**config.mk**
```make
export PLATFORM = sky130hd
export DESIGN_NAME = ifetch_unit
export DESIGN_NICKNAME = d
export VERILOG_FILES = /design/src/rtl/ifetch_unit.sv
export SDC_FILE = /design/constraint.sdc
export NUM_CORES = 1
export LEC_CHECK = 0
export CORE_AREA = 3 3 123 125
export CTS_BUF_LIST = sky130_fd_sc_hd__clkbuf_16
export DETAILED_ROUTE_END_ITERATION = 10
export DIE_AREA = 0 0 126 128
export PLACE_DENSITY = 0.81
export SETUP_SLACK_MARGIN = 0.1
export SYNTH_ARGS = -nofsm -noshare
export SYNTH_HDL_FRONTEND = slang
export SYNTH_SLANG_ARGS = --single-unit
```
**constraint.sdc**
```tcl
create_clock -name clk -period 3.8 [get_ports clk]
set_input_delay 0.38 -clock clk [delete_from_list [all_inputs] [get_ports clk]]
set_output_delay 0.38 -clock clk [all_outputs]
set_load 0.02 [all_outputs]
```
**src/rtl/ifetch_unit.sv**
```systemverilog
// ifetch_unit: instruction-fetch front end with a PC-tagged FIFO toward decode.
//   clk, rst_n          : clock (rising edge), asynchronous active-low reset
//   imem_addr/imem_data : combinational instruction-memory read port
//   redirect_valid/_pc  : one-cycle fetch restart request and its target
//   inst_valid/ready    : decode handshake for the FIFO head
//   inst_data/inst_pc   : head instruction word and its PC
//   IFETCH_PERF_EN      : when defined, adds perf_fetch_cnt, perf_stall_cnt, perf_flush_cnt
module ifetch_unit #(
  parameter logic [31:0] RESET_PC = 32'h0000_0000,
  parameter int          DEPTH    = 2
) (
  input  logic        clk,
  input  logic        rst_n,
  output logic [31:0] imem_addr,
  input  logic [31:0] imem_data,
  input  logic        redirect_valid,
  input  logic [31:0] redirect_pc,
  output logic        inst_valid,
  input  logic        inst_ready,
  output logic [31:0] inst_data,
  output logic [31:0] inst_pc
`ifdef IFETCH_PERF_EN
  ,
  output logic [31:0] perf_fetch_cnt,
  output logic [31:0] perf_stall_cnt,
  output logic [31:0] perf_flush_cnt
`endif
);
  localparam int AW = $clog2(DEPTH);
  localparam int CW = AW + 1;
  localparam logic [CW-1:0] FULL = CW'(DEPTH);
  logic [31:0]   fetch_pc_q, fetch_pc_d;
  logic [AW-1:0] rd_ptr_q, rd_ptr_d, wr_ptr_q, wr_ptr_d;
  logic [CW-1:0] count_q, count_d;
  logic [31:0]   pc_mem_q [DEPTH];
  logic [31:0]   pc_mem_d [DEPTH];
  logic [31:0]   data_mem_q [DEPTH];
  logic [31:0]   data_mem_d [DEPTH];
  logic          pop, push;
  logic          unused_redirect_lsb;
  assign unused_redirect_lsb = ^redirect_pc[1:0];
  assign imem_addr  = fetch_pc_q;
  assign inst_valid = (count_q != '0);
  assign inst_data  = data_mem_q[rd_ptr_q];
  assign inst_pc    = pc_mem_q[rd_ptr_q];
  // A full FIFO still accepts a fetch when the head leaves in the same cycle.
  assign pop  = inst_valid & inst_ready;
  assign push = (count_q < FULL) | pop;
  always_comb begin
    fetch_pc_d = fetch_pc_q;
    rd_ptr_d   = rd_ptr_q;
    wr_ptr_d   = wr_ptr_q;
    count_d    = count_q;
    pc_mem_d   = pc_mem_q;
    data_mem_d = data_mem_q;
    if (redirect_valid) begin
      // Redirect discards this cycle's push/pop; the fetched word is from the old path.
      fetch_pc_d = {redirect_pc[31:2], 2'b00};
      rd_ptr_d   = '0;
      wr_ptr_d   = '0;
      count_d    = '0;
    end else begin
      if (push) begin
        pc_mem_d[wr_ptr_q]   = fetch_pc_q;
        data_mem_d[wr_ptr_q] = imem_data;
        wr_ptr_d             = wr_ptr_q + 1'b1;
        fetch_pc_d           = fetch_pc_q + 32'd4;
      end
      if (pop) rd_ptr_d = rd_ptr_q + 1'b1;
      count_d = (push & ~pop) ? count_q + 1'b1 : (pop & ~push) ? count_q - 1'b1 : count_q;
    end
  end
  always_ff @(posedge clk or negedge rst_n) begin
    if (!rst_n) begin
      fetch_pc_q <= RESET_PC;
      rd_ptr_q   <= '0;
      wr_ptr_q   <= '0;
      count_q    <= '0;
      for (int i = 0; i < DEPTH; i++) begin
        pc_mem_q[i]   <= '0;
        data_mem_q[i] <= '0;
      end
    end else begin
      fetch_pc_q <= fetch_pc_d;
      rd_ptr_q   <= rd_ptr_d;
      wr_ptr_q   <= wr_ptr_d;
      count_q    <= count_d;
      pc_mem_q   <= pc_mem_d;
      data_mem_q <= data_mem_d;
    end
  end
`ifdef IFETCH_PERF_EN
  logic [31:0] fetch_cnt_q, fetch_cnt_d, stall_cnt_q, stall_cnt_d, flush_cnt_q, flush_cnt_d;
  always_comb begin
    fetch_cnt_d = fetch_cnt_q + {31'd0, push & ~redirect_valid};
    stall_cnt_d = stall_cnt_q + {31'd0, (count_q == FULL) & ~pop & ~redirect_valid};
    flush_cnt_d = flush_cnt_q + {31'd0, redirect_valid};
  end
  always_ff @(posedge clk or negedge rst_n) begin
    if (!rst_n) begin
      fetch_cnt_q <= '0;
      stall_cnt_q <= '0;
      flush_cnt_q <= '0;
    end else begin
      fetch_cnt_q <= fetch_cnt_d;
      stall_cnt_q <= stall_cnt_d;
      flush_cnt_q <= flush_cnt_d;
    end
  end
  assign perf_fetch_cnt = fetch_cnt_q;
  assign perf_stall_cnt = stall_cnt_q;
  assign perf_flush_cnt = flush_cnt_q;
`endif
endmodule
```
**Word level (Yosys, flattened, before mapping)**

Index checks and enable logic that the tools add are counted.

- Order comparisons: 4
- Equal/unequal tests: 0
- Bitwise operators: 9
- Reduce and logical (&&, ||, !) cells: 6
- Add/subtract/negate cells: 5
- Shift operators: 0
- Multipliers: 0
- Div/mod/pow operators: 0
- Muxes and demuxes: 19

Operators by type and width:

| kind | number |
|---|---|
| 2-to-1 mux 32 bit | 9 |
| bitwise mux 64 bit | 2 |
| adder 32 x 3 -> 32 bit (second input constant) | 1 |
| demux 32 bit (select 1 bit) | 1 |
| 2-to-1 mux 2 bit | 3 |
| nonzero test 2 bit | 3 |
| >= comparator 2 bit (second input constant) | 2 |
| 2-to-1 mux 1 bit | 4 |
| NOT 1 -> 2 bit | 2 |
| AND 1 bit | 3 |
| NOT 1 bit | 3 |
| nonzero test 3 bit | 1 |
| adder 1 bit (second input constant) | 2 |
| adder 2 x 1 -> 2 bit (second input constant) | 1 |
| < comparator 2 x 1 -> 1 bit (second input constant) | 1 |
| < comparator 2 bit (second input constant) | 1 |
| AND reduction 2 bit | 1 |
| subtractor 2 x 1 -> 2 bit (second input constant) | 1 |
| logical AND 1 bit | 1 |
| bitwise OR 1 bit | 1 |

- Memories: 0
- Register bits after elaboration: 164
- Logic and storage cells: 51
- Input bits: 68
- Latch bits: 0
- Memory bits (writable): 0
- Bits in read-only memories: 0

**Logic depth before layout (Yosys ltp)**

Gate-level depths: netlist of run 1.

- Depth after elaboration: 8
- Depth in mapped cells: 6
- Mapped depth without buffers: 5

**Worst setup path after synthesis of run 1**

OpenSTA, ideal clock, no wires.

- Kind: register to register
- From: register fetch_pc_q[4] (netlist: imem_addr[4])
- To: register fetch_pc_q[25] (netlist: imem_addr[25])
- Stages on the path, launching flop included: 6
- Library setup time: 0.082 ns
- Path buffers: 1
- Data arrival time: 1.728 ns
- Data required time: 3.718 ns
- Period minus slack after synthesis: 1.810 ns
- Path slack: 1.990 ns
- Cell sequence: dfrtp_1 > and4_4 > nand4_4 > buf_6 > or4_1 > a31oi_1

- Cells in the longest elaborated chain, start to end: 3

Ends and longest elaborated chain:

| item | line | RTL |
|---|---|---|
| from (decl) | 32 | `logic [31:0] fetch_pc_q, fetch_pc_d;` |
| from (signal assigned) | 84 | `fetch_pc_q <= fetch_pc_d;` |
| adder 32 x 3 -> 32 bit | 67 | `fetch_pc_d = fetch_pc_q + 32'd4;` |
| 2-to-1 mux 32 bit | 63 | `if (push) begin` |
| 2-to-1 mux 32 bit | 56 | `if (redirect_valid) begin` |

Every way passes these cells. The select of a mux whose other input is x is not followed.
A chain may end at the register's enable or synchronous reset.

**Final worst setup path of run 1**

- From: register rd_ptr_q
- To: output inst_pc[27]

- Cells in the longest elaborated chain, start to end: 4

Ends and longest elaborated chain:

| item | line | RTL |
|---|---|---|
| from (decl) | 33 | `logic [AW-1:0] rd_ptr_q, rd_ptr_d, wr_ptr_q, wr_ptr_d;` |
| from (signal assigned) | 85 | `rd_ptr_q <= rd_ptr_d;` |
| NOT 1 -> 2 bit (not written as such) | 45 | `assign inst_pc = pc_mem_q[rd_ptr_q];` |
| 2-to-1 mux 32 bit (not written as such) (3 in a row) | 45 |  |
| to (decl) | 21 | `output logic [31:0] inst_pc` |

Every way passes these cells. The select of a mux whose other input is x is not followed.

==> results of run 1 <==
## per-layer routing
layer	global-route usage (%)	up-vias
met5	0	-
met4	7.129	0
met3	6.000	29
met2	37.40	181
met1	28.32	2605
li1	-	2376
## sequential cells by signal, summed over array words and instances (netlist names)
signal / cells
count_q: 2
data_mem_q: 64
imem_addr: 30
pc_mem_q: 60
rd_ptr_q: 1
wr_ptr_q: 1
## where the power goes
group	leakage [nW]	switching [mW]	internal, mW
clock network	0.296	0.662	1.08
logic	1.74	0.727	0.934
registers	1.84	0.247	2.06
## placed cells by master, fill, tap and decap left out, types with 2 or more instances in the layout
| cell type | n |
|---|---|
| sky130_fd_sc_hd__clkbuf_16 | 17 |
| sky130_fd_sc_hd__conb_1 | 4 |
| sky130_fd_sc_hd__nand3_1 | 17 |
| sky130_fd_sc_hd__a31oi_1 | 16 |
| sky130_fd_sc_hd__and2_1 | 3 |
| sky130_fd_sc_hd__buf_12 | 2 |
| sky130_fd_sc_hd__bufinv_16 | 4 |
| sky130_fd_sc_hd__a22oi_1 | 2 |
| sky130_fd_sc_hd__clkinvlp_4 | 4 |
| sky130_fd_sc_hd__nor3_1 | 2 |
| sky130_fd_sc_hd__nor2_1 | 21 |
| sky130_fd_sc_hd__or3_1 | 4 |
| sky130_fd_sc_hd__and4_1 | 4 |
| sky130_fd_sc_hd__or4_1 | 13 |
| sky130_fd_sc_hd__dfrtp_1 | 157 |
| sky130_fd_sc_hd__a21oi_1 | 2 |
| sky130_fd_sc_hd__inv_1 | 7 |
| sky130_fd_sc_hd__o311ai_0 | 4 |
| sky130_fd_sc_hd__nor2b_1 | 5 |
| sky130_fd_sc_hd__nand2_1 | 24 |
| sky130_fd_sc_hd__xor2_1 | 4 |
| sky130_fd_sc_hd__o211ai_1 | 3 |
| sky130_fd_sc_hd__buf_4 | 7 |
| sky130_fd_sc_hd__clkinv_2 | 3 |
| sky130_fd_sc_hd__or2_2 | 3 |
| sky130_fd_sc_hd__mux2_2 | 185 |
| sky130_fd_sc_hd__clkdlybuf4s50_1 | 157 |
| sky130_fd_sc_hd__nand4_1 | 6 |
| sky130_fd_sc_hd__and3_1 | 3 |
| sky130_fd_sc_hd__o21ai_0 | 14 |
| sky130_fd_sc_hd__o31ai_1 | 14 |
| sky130_fd_sc_hd__xnor2_1 | 5 |
## area by class of cell
type	instances	area share, %
Multi-Input combinational cell	369	33.15
Sequential cell	158	40.80
Clock buffer	17	4.389
Inverter	5	0.1936
Timing Repair Buffer	167	17.28
Tap cell	180	2.323
Clock inverter	15	1.859
## cells by family (layout without fill, tap and decap cells)
| family | count (synthesis) | count (layout) | share of synthesized area (%) |
|---|---|---|---|
| other cells | 1 | 4 | 0.05111 |
| simple gates | 113 | 113 | 8.561 |
| mux | 186 | 186 | 28.53 |
| flops | 158 | 158 | 53.89 |
| compound gates | 56 | 56 | 4.997 |
| xor+xnor | 9 | 9 | 1.074 |
| fa+ha+maj | 1 | 1 | 0.1705 |
| buf+inv | 41 | 204 | 2.728 |
## final timing paths
check | start | cells after the start | slack [ns] | to
worst max-delay path | rd_ptr_q$_DFFE_PN0P_ | 3 | 0.92 | inst_pc[27]
min in group clk | pc_mem_q[21]$_DFFE_PN0P_ | 2 | 0.48 | pc_mem_q[21]$_DFFE_PN0P_
worst min-delay path | rst_n | 1 | 0.03 | data_mem_q[7]$_DFFE_PN0P_
worst max register to register | imem_addr[4]$_DFFE_PN0P_ | 4 | 1.68 | imem_addr[17]$_DFFE_PN0P_
max in group asynchronous | rst_n | 2 | 2.76 | data_mem_q[26]$_DFFE_PN0P_
worst min register to register | pc_mem_q[21]$_DFFE_PN0P_ | 2 | 0.48 | pc_mem_q[21]$_DFFE_PN0P_
## worst max-delay path, stage by stage, from the launching register on
cell                              delay [ns]
sky130_fd_sc_hd__dfrtp_2                0.79
sky130_fd_sc_hd__buf_12                 0.32
sky130_fd_sc_hd__mux2_2                 0.36
sky130_fd_sc_hd__clkdlybuf4s50_1        0.57
==> run metrics, run 1 <==
maximum number of pins on one net before global-route repair=93; post-synthesis instance total=565; I/O pin count=165; DRT iter0 DRCs=393; clock latency on the worst-skew pair=0.42 ns; Post-CTS Hold Fix Bufs=0; transition time at the pin with the least slew margin=0.9884 ns; number of global-route vias before repair=between 5,000 and 6,000; class of the most critical hold timing path=in -> async; Worst Setup Slack, final=~0.92 ns; capturing element type of the critical path=output pin; Critical Path Fanout Max=40; mean instance size in the synthesized netlist=12.99 um^2; total CTS buffers=17; CTS tree=built; global route total overflow=0; top post-synthesis cells by count=sky130_fd_sc_hd__mux2_2, sky130_fd_sc_hd__dfrtp_1, sky130_fd_sc_hd__nand2_1; Post-synth ARST share=100.0%; clock transition at the register clock pins on the worst setup and hold paths after CTS=0.06 ns; Antenna Violating Nets Remaining=0; combined global-route utilization of all metal layers=22.28%; count of pins over their slew limit=0; number of placement rows=43; leakage power=3.875 nW; Floorplan Core Area=0.01399 mm^2; vias per inst=5.698; overall power consumption=roughly 5.7 mW; routed wire length on met3=1162 um; sum of routed wire length over all layers=about 17,000 um; cell chosen for the clock root=sky130_fd_sc_hd__clkbuf_16; Die X-Extent=126 um; number of setup violations in the final report=0; sequential element share of the synthesized area=53.89%; worst slew margin relative to its limit=34.11%; top layer reached by signal wires=met4; global-route wire length before repair=28,740 um; worst hold slack after final layout=0.02595 ns; data arrival time of the critical path=2.50 ns; top cells by area, synth=sky130_fd_sc_hd__dfrtp_1, sky130_fd_sc_hd__mux2_2, sky130_fd_sc_hd__o31ai_1; non-filler cells in the finished layout=approximately 900; WL per Instance=18.90 um; DR DRC count=0; Post-Layout Inst Area=0.009693 mm^2; number of enable flip-flop cells after synthesis=0; Most used DFF post-synth=sky130_fd_sc_hd__dfrtp_1; post-synthesis instance area=0.007337 mm^2; timing-limited maximum frequency=346.9 MHz; placer's final routability congestion estimate=0.8599; Yosys warnings=0; cell area after placement=0.009087 mm^2; number of antenna violations at the first check in global routing=0; total met2 wirelength after detailed routing=8590 um; number of inserted filler cells in the final layout=between 900 and 1,000; post-CTS setup-driven buffer insertion count=0; net total in the final layout=787; starting density of the core=52.45%; Critical Setup Path Class=reg -> out; required time at the worst-slack endpoint=3.42 ns; number of placed instances with taps included=879; area share of the leading cell type in the synthesized netlist=53.89%; Worst Skew=0.004939 ns; largest buffer count on any clock path=2; max-capacitance violation count=0; final core utilization=between 60 and 70%; summed negative setup slack over all endpoints=0 ns; multi-input logic area=0.003213 mm^2; setup repair after global routing missed its margin=no; number of hold violations in the final report=0; Via Count=5,191; number of clock sinks seen by CTS=158; number of gates resized after CTS=0; diode count=0; share of layout cells above drive strength 1=32.01%; H-tree depth=4; die footprint=roughly 0.016 mm^2; outcome=finished clean; cell accounting for the most synthesized area=sky130_fd_sc_hd__dfrtp_1; number of detailed-route iterations in the first pass=4; post-synth cell types=41; Seq. cell area=0.003955 mm^2; worst slack, placed=1.172 ns; final worst path period need=~2.9 ns; post-synthesis to final-layout area growth=32.11%; met1 layer wirelength in the final routing=7183 um; top-count cell post-synth=sky130_fd_sc_hd__mux2_2; crit share post-route=between 70% and 80%; element type at the critical path start=flip-flop; placed wire-length estimate=11,430 um; number of I/O port buffers=158; power per standard cell area=~590 mW/mm^2; number of storage elements in the synthesis netlist=approximately 160; Die Ht=about 130 um; worst supply voltage drop on vdd=0.3338 mV
Note: power is estimated with default switching activity, not from simulation.
==> run 2, diff against run 1 <==
--- a/config.mk
+++ b/config.mk
@@ -5,11 +5,11 @@
 export SDC_FILE = /design/constraint.sdc
 export NUM_CORES = 1
 export LEC_CHECK = 0
-export CORE_AREA = 3 3 123 125
+export CORE_AREA = 3 3 124 126
 export CTS_BUF_LIST = sky130_fd_sc_hd__clkbuf_16
 export DETAILED_ROUTE_END_ITERATION = 10
-export DIE_AREA = 0 0 126 128
-export PLACE_DENSITY = 0.81
+export DIE_AREA = 0 0 127 129
+export PLACE_DENSITY = 0.8
 export SETUP_SLACK_MARGIN = 0.1
 export SYNTH_ARGS = -nofsm -noshare
 export SYNTH_HDL_FRONTEND = slang
==> constraint.sdc (replaced) <==
create_clock -name clk -period 2.85 [get_ports clk]
set_input_delay 0.285 -clock clk [delete_from_list [all_inputs] [get_ports clk]]
set_output_delay 0.285 -clock clk [all_outputs]
set_load 0.02 [all_outputs]
==> run metrics, run 2 (same netlist as run 1, synthesis figures left out) <==
outcome=finished clean; number of placement rows=44 (+2.3%); timing-limited maximum frequency=381.1 MHz; vias per inst=5.625 (-1.3%); Critical Setup Path Class=reg -> out; final core utilization=67.40% (-1.9 points); final worst path period need=2.624 ns; internal power consumption=5.369 mW (+32%); most common cell after layout, fill and taps aside=sky130_fd_sc_hd__mux2_2; placed wire-length estimate=11,900 um (+4.2%); cell area after placement=0.009115 mm^2 (+0.30%); number of setup violations in the final report=0 (unchanged); Via Count=5,169 (-0.42%); global route total overflow=0 (unchanged); combined global-route utilization of all metal layers=21.56% (-0.73 points); worst slew margin relative to its limit=46.63% (+13 points); WL per Instance=18.98 um (+0.45%); share of layout cells above drive strength 1=32.52% (+0.51 points); power per standard cell area=780.4 mW/mm^2 (+32%); capturing element type of the critical path=output pin; Die X-Extent=127 um (+0.79%); number of antenna violations at the first check in global routing=0 (unchanged); Critical Path Fanout Max=16 (-60%); number of global-route vias before repair=5,433 (-3.5%); Antenna Violating Nets Remaining=0 (unchanged); switching fraction of total power=29.23% (+0.61 points); number of hold violations in the final report=0 (unchanged); setup repair after global routing missed its margin=no; non-filler cells in the finished layout=919 (+0.88%); leading cell types in the layout, fill and taps excluded=sky130_fd_sc_hd__mux2_2, sky130_fd_sc_hd__dfrtp_1, sky130_fd_sc_hd__clkdlybuf4s50_1; part of the power in combinational logic=29.3% (+0.2 points); total CTS buffers=17 (unchanged); H-tree depth=4 (unchanged); Worst Skew=0.008169 ns (+0.003230 ns); Switching Power=2.218 mW (+36%); count of pins over their slew limit=0 (unchanged); cell chosen for the clock root=sky130_fd_sc_hd__clkbuf_16; largest buffer count on any clock path=2 (unchanged); element type at the critical path start=flip-flop; Clk pwr share=30.1% (-0.4 points); diode count=0 (unchanged); maximum number of pins on one net before global-route repair=90 (-3.2%); post-CTS setup-driven buffer insertion count=0 (unchanged); number of gates resized after CTS=0 (unchanged); number of clock sinks seen by CTS=158 (unchanged); clock latency on the worst-skew pair=0.42 ns (about the same); worst supply voltage drop on vdd=0.6095 mV (+83%); critical path cell sequence=buf_4 > mux2_2 > clkdlybuf4s50_1; Worst Setup Slack, final=0.2260 ns (-0.6912 ns); Slowest Stage Delay on Critical Path=0.65 ns (-0.14 ns); die footprint=0.01638 mm^2 (+1.6%); clock transition at the register clock pins on the worst setup and hold paths after CTS=0.07 ns (about the same); DRT iter0 DRCs=400 (+1.8%); number of detailed-route iterations in the first pass=5 (+1); post-synthesis to final-layout area growth=32.50%; number of flip-flops in the largest register=64 (unchanged); Post-CTS Hold Fix Bufs=1 (+1); required time at the worst-slack endpoint=2.57 ns (-0.85 ns); crit share post-route=between 90 and 100%; Die Ht=129 um (+0.78%); critical-path cell with the highest stage delay=sky130_fd_sc_hd__dfrtp_2; worst slack, placed=0.5147 ns (-0.6571 ns); leakage power=3.892 nW (+0.43%); sum of routed wire length over all layers=17,450 um (+1.3%); starting density of the core=50.87% (-1.6 points); summed negative setup slack over all endpoints=0 ns (unchanged); transition time at the pin with the least slew margin=0.8006 ns (-0.1878 ns); placer's final routability congestion estimate=0.7937 (-7.7%); CTS tree=built; I/O pin count=165 (unchanged); global-route wire length before repair=27,830 um (-3.1%); Floorplan Core Area=0.01442 mm^2 (+3.1%); DR DRC count=0 (unchanged); net total in the final layout=791 (+0.51%); Post-Layout Inst Area=0.009722 mm^2 (+0.30%); number of I/O port buffers=158 (unchanged); data arrival time of the critical path=2.34 ns (-0.16 ns); max-capacitance violation count=0 (unchanged); Top reg by flops=data_mem_q; number of placed instances with taps included=886 (+0.80%); sequential share of power=40.6% (+0.2 points); class of the most critical hold timing path=in -> reg
==> run 2: cell types whose count changed in the layout (fill, tap and decap cells not counted), sizes merged <==
cell,delta
buf,+3
dlygate4sd3,+1
clkinv,+4
inv,-1
bufinv,-1
clkinvlp,-2
==> run 2: power groups by stage <==
| stage | combinational, mW | clock, mW | sequential (mW) |
|---|---|---|---|
| floorplan | 1.31 | 0 | 3.04 |
| global placement | 2.18 | 0 | 3.06 |
| detailed placement | 2.23 | 0 | 3.11 |
| CTS | 2.25 | 2.33 | 3.08 |
| global route | 2.37 | 2.42 | 3.15 |
| finish | 2.23 | 2.28 | 3.08 |
==> run 2: area by class of cell <==
type,count,area [um^2]
tap,184,230.2
clock inverter,15,171.4
clock buffer,17,425.4
sequential,158,3955
fill,1031,4702
multi-input combinational,369,3213
timing repair buffer,171,1708
inverter,5,18.77
==> run 2: path summary, 6_finish.rpt <==
kind | slack [ns] | cells after the start | to | startpoint
setup / recovery | 0.23 | 3 | inst_pc[31] | rd_ptr_q$_DFFE_PN0P_
setup reg to reg | 0.75 | 4 | imem_addr[19]$_DFFE_PN0P_ | imem_addr[4]$_DFFE_PN0P_
hold / removal | 0.42 | 3 | imem_addr[30]$_DFFE_PN0P_ | redirect_pc[30]
min in group asynchronous | 0.49 | 2 | data_mem_q[35]$_DFFE_PN0P_ | rst_n
max in group asynchronous | 1.47 | 3 | data_mem_q[48]$_DFFE_PN0P_ | rst_n
hold reg to reg | 0.48 | 2 | pc_mem_q[12]$_DFFE_PN0P_ | pc_mem_q[12]$_DFFE_PN0P_
==> run 2: routing by layer <==
metal / share of wire (%) / track usage [%] / up-vias
met5: 0 / 0 / -
met4: 1.6 / 6.751 / 0
met2: 49 / 35.99 / 182
met3: 6.2 / 5.645 / 17
met1: 43 / 27.74 / 2599
li1: - / - / 2371
==> run 2: per-stage QoR <==
step	total power, mW	hold WS [ns]
after floorplan	4.349	-0.01059
after global placement	5.237	0.3948
after detailed placement	5.343	0.3968
after CTS	7.657	0.4104
after global routing	7.937	0.4252
final	7.587	0.4245
==> run 2: critical path, delay by kind of cell (launching register included) <==
| kind | cells | cell delay [ns] |
|---|---|---|
| flops | 1 | 0.65 |
| buf+inv | 2 | 0.89 |
| mux | 1 | 0.37 |
